[src/rtl/lfsr_pkg.sv]
// Shared types and constants for the LFSR generator family.
// Latency: n/a (declarations only).
// Backpressure: n/a.
package lfsr_pkg;

    typedef enum logic [0:0] {
        LFSR_FIB    = 1'b0,
        LFSR_GALOIS = 1'b1
    } lfsr_mode_e;

    // Maximal-length feedback masks, bit i set = state[i] in feedback.
    // Index is the state width.
    localparam logic [31:0] LFSR_MAX_TAPS [3:32] = '{
        32'h0000_0006, 32'h0000_000C, 32'h0000_0014, 32'h0000_0030,
        32'h0000_0060, 32'h0000_00B8, 32'h0000_0110, 32'h0000_0240,
        32'h0000_0500, 32'h0000_0829, 32'h0000_100D, 32'h0000_2015,
        32'h0000_6000, 32'h0000_D008, 32'h0001_2000, 32'h0002_0400,
        32'h0004_0023, 32'h0009_0000, 32'h0014_0000, 32'h0030_0000,
        32'h0042_0000, 32'h00E1_0000, 32'h0120_0000, 32'h0200_0023,
        32'h0400_0013, 32'h0900_0000, 32'h1400_0000, 32'h2000_0029,
        32'h4800_0000, 32'h8020_0003
    };

    // Longest possible sequence for a given state width.
    function automatic logic [32:0] lfsr_period_max(input int unsigned width);
        return (33'd1 << width) - 33'd1;
    endfunction

endpackage

[src/rtl/lfsr_next.sv]
// Combinational LFSR next-state, Fibonacci or Galois form.
// Latency: 0 cycles (pure combinational).
// Backpressure: none; caller decides when to register the result.
// Ports: state (current LFSR state), next_state (state after one step).
module lfsr_next
    import lfsr_pkg::*;
#(
    parameter int               WIDTH = 4,
    parameter logic [WIDTH-1:0] TAPS  = 4'hC,
    parameter lfsr_mode_e       MODE  = LFSR_FIB
) (
    input  logic [WIDTH-1:0] state,
    output logic [WIDTH-1:0] next_state
);

    generate
        if (MODE == LFSR_FIB) begin : g_fib
            // Shift up, parity of tapped bits enters at bit 0.
            always_comb begin
                next_state = {state[WIDTH-2:0], ^(state & TAPS)};
            end
        end else begin : g_galois
            // Shift up; when the top bit falls out, fold the polynomial back in.
            always_comb begin
                next_state = {state[WIDTH-2:0], 1'b0};
                if (state[WIDTH-1]) begin
                    next_state = next_state ^ {TAPS[WIDTH-2:0], 1'b1};
                end
            end
        end
    endgenerate

endmodule

[src/rtl/lfsr_stream.sv]
// LFSR word stream with seed load, all-zero lock-up recovery and period measurement.
// Latency: 1 cycle from accepted word to next state; all outputs registered.
// Backpressure: data_out and state hold while out_valid & ~out_ready.
// Ports: clk, reset (sync active-low), enable, load, seed_in, out_ready in;
//        out_valid, data_out, wrap, lockup, period_out out.
module lfsr_stream
    import lfsr_pkg::*;
#(
    parameter int               WIDTH = 4,
    parameter logic [WIDTH-1:0] TAPS  = 4'hC,
    parameter logic [WIDTH-1:0] SEED  = 4'hF,
    parameter lfsr_mode_e       MODE  = LFSR_FIB
) (
    input  logic             clk,
    input  logic             reset,
    input  logic             enable,
    input  logic             load,
    input  logic [WIDTH-1:0] seed_in,
    input  logic             out_ready,
    output logic             out_valid,
    output logic [WIDTH-1:0] data_out,
    output logic             wrap,
    output logic             lockup,
    output logic [WIDTH-1:0] period_out
);

    logic [WIDTH-1:0] state;
    logic [WIDTH-1:0] ref_seed;
    logic [WIDTH-1:0] cnt;
    logic [WIDTH-1:0] step;
    logic [WIDTH-1:0] load_val;
    logic             advance;

    lfsr_next #(
        .WIDTH (WIDTH),
        .TAPS  (TAPS),
        .MODE  (MODE)
    ) u_next (
        .state      (state),
        .next_state (step)
    );

    assign advance  = enable & out_valid & out_ready;
    // A zero seed would lock the register forever; substitute the reset seed.
    assign load_val = (seed_in == '0) ? SEED : seed_in;
    assign data_out = state;

    always_ff @(posedge clk) begin
        if (!reset) begin
            state      <= SEED;
            ref_seed   <= SEED;
            cnt        <= '0;
            period_out <= '0;
            out_valid  <= 1'b0;
            wrap       <= 1'b0;
            lockup     <= 1'b0;
        end else begin
            out_valid <= enable & ~load;
            wrap      <= 1'b0;
            if (load) begin
                state    <= load_val;
                ref_seed <= load_val;
                cnt      <= '0;
                if (seed_in == '0) begin
                    lockup <= 1'b1;
                end
            end else if (advance) begin
                if (state == '0) begin
                    // Only reachable through an upset; restart from the reset seed.
                    state  <= SEED;
                    cnt    <= '0;
                    lockup <= 1'b1;
                end else begin
                    state <= step;
                    if (step == ref_seed) begin
                        wrap       <= 1'b1;
                        period_out <= cnt + 1'b1;
                        cnt        <= '0;
                    end else begin
                        cnt <= cnt + 1'b1;
                    end
                end
            end
        end
    end

endmodule

[config.mk]
export PLATFORM = sky130hd
export DESIGN_NAME = lfsr_stream
export DESIGN_NICKNAME = d
export VERILOG_FILES = /design/src/rtl/lfsr_pkg.sv /design/src/rtl/lfsr_next.sv /design/src/rtl/lfsr_stream.sv
export SDC_FILE = /design/constraint.sdc
export NUM_CORES = 1
export LEC_CHECK = 0
export ABC_AREA = 1
export ABC_CLOCK_PERIOD_IN_PS = 1950
export BUFFER_PORTS_ARGS = -buffer_cell sky130_fd_sc_hd__buf_2
export CORE_ASPECT_RATIO = 0.6
export CORE_MARGIN = 4
export CORE_UTILIZATION = 30
export DETAILED_ROUTE_END_ITERATION = 8
export HOLD_SLACK_MARGIN = 0.15
export MAX_ROUTING_LAYER = met4
export PLACE_DENSITY = 0.58
export SYNTH_ARGS = -nofsm -noshare
export SYNTH_HDL_FRONTEND = slang
export SYNTH_HIERARCHICAL = 1
export SYNTH_SLANG_ARGS = --single-unit
[constraint.sdc]
create_clock -name clk -period 1.95 [get_ports clk]
set_clock_uncertainty 0.1 [all_clocks]
set_input_delay 0.195 -clock clk [delete_from_list [all_inputs] [get_ports clk]]
set_output_delay 0.195 -clock clk [all_outputs]
set_load 0.005 [all_outputs]
==> results_dict.tcl <==
set metrics [dict create \
    drc_errors 0 \
    grt_usage 0.1217 \
    status "completed" \
    setup.worst_path.class "in2reg" \
    final_layout_size_suffix_gt1_frac 0.1871 \
    r2r-end "period_out[1]$_SDFFE_PN0P_" \
    die_x_um 82.76 \
    finalNetCount 182 \
    cp.arrival_ps 1580 \
    dp_cells 207 \
    cap_violations 0 \
    fillers 331 \
    ir_drop_mv 0.2792 \
    power.switching_uw 234.1 \
    critical_path.endpoint "period_out[3]$_SDFFE_PN0P_" \
    cp-end-kind "flop" \
    synth.area.mux_share 0 \
    multi_input_area_um2 504.2 \
    place_area_mm2 0.001122 \
    p_per_area_mw_per_mm2 694.3 \
    clkPwrFrac 0.339 \
    timing.hold.ws_ps 171.9 \
    slew_viol_final 0 \
    vias 955 \
    syn_avg_cell_area_um2 6.662 \
    place_hpwl_um 1770 \
    first_pass_iters 4 \
    io_pins 20 \
    start_kind "primary input" \
    rrSetupSlack_ps 480 \
    synth_seq_cells 19 \
    first_iter_violations 64 \
    post_synth_num_cell_types 21 \
    r2r_start "data_out[2]$_SDFFE_PN1P_" \
    cts_setup_buffers 0 \
    p_int_uw 591.1 \
    synth_nets 161 \
    die_h_um 52.86 \
    routed_via_density 4.484 \
    clk_pin_slew_ps 70 \
    core_region_area_mm2 0.003040 \
    root_buffer "clkbuf_8" \
    grt_overflow 0 \
    worst_pin_slew_ps 268.8 \
    ant_nets 0 \
    portBuffers 19 \
    ys_seq_area_frac 0.3781 \
    ff2ff_path_depth 10 \
    grt_max_degree 15 \
    swShare 0.2837 \
    clock_latency_ps 260 \
    synth.area.top_cells "dfxtp_1, nand2_1, inv_1" \
    power_frac_comb 0.156 \
    rsz0062_at_grt "no" \
    cp-startpoint "enable" \
    die_area_mm2 0.004374 \
    max_slew_margin 0.8189 \
    synth_compound_area_frac 0.1070 \
    synth_top_area_frac 0.3781 \
    grt_pass1_vias 840 \
    power_leakage_uw 0.0006153 \
    clock_sinks 19 \
    cpPeakStageDelay_ps 520 \
    synthAdderAreaFrac 0.01244 \
    ctsHtreeMaxLevel 1 \
    period_needed_ps 1518 \
    cts_inserted_buffers 3 \
    finalSetupTns_ps 0 \
    routedWlPerCell_um 10.66 \
    grt_pass1_wl_um 3877 \
    final_cell_area_mm2 0.001189 \
    worstPathRequired_ps 2010 \
    num_rows 15 \
    fmax_mhz 658.6 \
    synth.cell_area_mm2 0.001006 \
    hold_violations 0 \
    yosys_warnings 6 \
    p_seq_frac 0.504 \
    cts_resized 0 \
    synth_top_cell_by_area "dfxtp_1" \
    area_growth_pct 18.16 \
    synth_top_family_by_area "simple AND/OR/NAND/NOR gates" \
    routed_wl_um 2270 \
    start_util 0.3309 \
    hold_class "in2reg" \
    slowest_stage "dlygate4sd3_1" \
    worstPathMaxFanout 4 \
    diodes 0 \
    clockBufferDepth 2 \
    fin_cells 213 \
    yosys.area_share.simple 0.3731 \
    cts_tree "done" \
    finalCritPeriodShare 0.7786 \
    setup_violations 0 \
    crit_chain "dlygate4sd3_1, buf_2, inv_1, nor2_2, nand2_1, nor2_1, nand4_1, nand2_1, nor2_1" \
    syn_inst 151 \
    finish.utilization 0.3909 \
    antenna_found_initial 0 \
    gp_congestion 0.7876 \
    synth_xor_area_frac 0.008706 \
    ff_latch_area_um2 380.4 \
]
==> through the flow <==
stage,total power (µW),worst slack (ps)
after floorplan,520.0,645.5
after global placement,549.6,557.6
after detailed placement,551.2,497.4
after CTS,833.6,440.5
after global routing,876.2,287.3
final,825.3,431.7
==> power by group through the flow <==
stage / combinational (µW) / sequential (µW) / clock (µW)
4_1_cts: 130 / 416 / 288
6_report: 129 / 416 / 280
3_5_place_dp: 126 / 425 / 0
5_1_grt: 148 / 419 / 308
3_3_place_gp: 125 / 424 / 0
2_1_floorplan: 98.4 / 422 / 0
==> worst max-delay path: cells and delay by family <==
kind,cells,cell delay (ps)
buffers and inverters,3,690
and+or+nand+nor,6,710
==> final cells by class <==
class | count | share of cell area
Sequential cell | 19 | 0.3200
Multi-Input combinational cell | 103 | 0.4242
Inverter | 24 | 0.07579
Tap cell | 42 | 0.04421
Timing Repair Buffer | 21 | 0.09684
Clock buffer | 3 | 0.03474
Clock inverter | 1 | 0.004211
==> sequential cells by signal, indices dropped and copies added, names as in the netlist <==
register and flops:
cnt 4, data_out 4, lockup 1, out_valid 1
period_out 4, ref_seed 4, wrap 1
==> synthesized netlist by cell type, drive strengths merged <==
cell type,n
nand2,46
inv,24
dfxtp,19
nor2,19
nand3,10
a21oi,7
o21ai,7
nand4,5
buf,4
o211ai,4
nor3,2
clkbuf,1
ha,1
o31ai,1
xor2,1
==> timing repair <==
action,CTS,global route
endpoints found under the hold margin,2,0
endpoints found under the setup margin,0,0
hold buffers,2,0
==> per-layer routing <==
| metal | up-vias | wire (µm) | track usage |
|---|---|---|---|
| li1 | 518 | - | - |
| met1 | 414 | 1149 | 0.1677 |
| met2 | 21 | 957 | 0.1729 |
| met3 | 2 | 156 | 0.04592 |
| met4 | 0 | 8 | 0.01630 |
| met5 | - | 0 | - |
==> kinds of logic (layout without fill, tap and decap cells) <==
kind of cell / after synthesis / count (layout)
adder cells (fa/ha/maj): 1 / 1
XOR/XNOR: 1 / 1
buffers and inverters: 29 / 49
AND/OR/NAND/NOR: 82 / 82
AO/OA/AOI/OAI: 19 / 19
flip-flops: 19 / 19
==> worst min-delay path by stage <==
stage / from / endpoint / slack, ps / depth (start not counted)
after global placement: enable / out_valid$_SDFF_PN0_ / 350 / 3
final: seed_in[0] / ref_seed[0]$_SDFFE_PN1P_ / 170 / 5
after floorplan: reset / period_out[1]$_SDFFE_PN0P_ / 220 / 2
after CTS: seed_in[0] / ref_seed[0]$_SDFFE_PN1P_ / 170 / 5
after global routing: seed_in[0] / ref_seed[0]$_SDFFE_PN1P_ / 220 / 5
after detailed placement: period_out[3]$_SDFFE_PN0P_ / period_out[3]$_SDFFE_PN0P_ / 370 / 2
==> placed cells by master (no fill, tap or decap), drive strengths merged <==
cell type | Yosys | routed
a21oi | 7 | 7
clkinv | 0 | 1
nand3 | 10 | 10
xor2 | 1 | 1
o31ai | 1 | 1
dfxtp | 19 | 19
dlygate4sd3 | 0 | 2
inv | 24 | 24
nor3 | 2 | 2
nand4 | 5 | 5
clkbuf | 1 | 3
nor2 | 19 | 19
ha | 1 | 1
o211ai | 4 | 4
nand2 | 46 | 46
o21ai | 7 | 7
buf | 4 | 19
(Power assumes the default switching activity.)
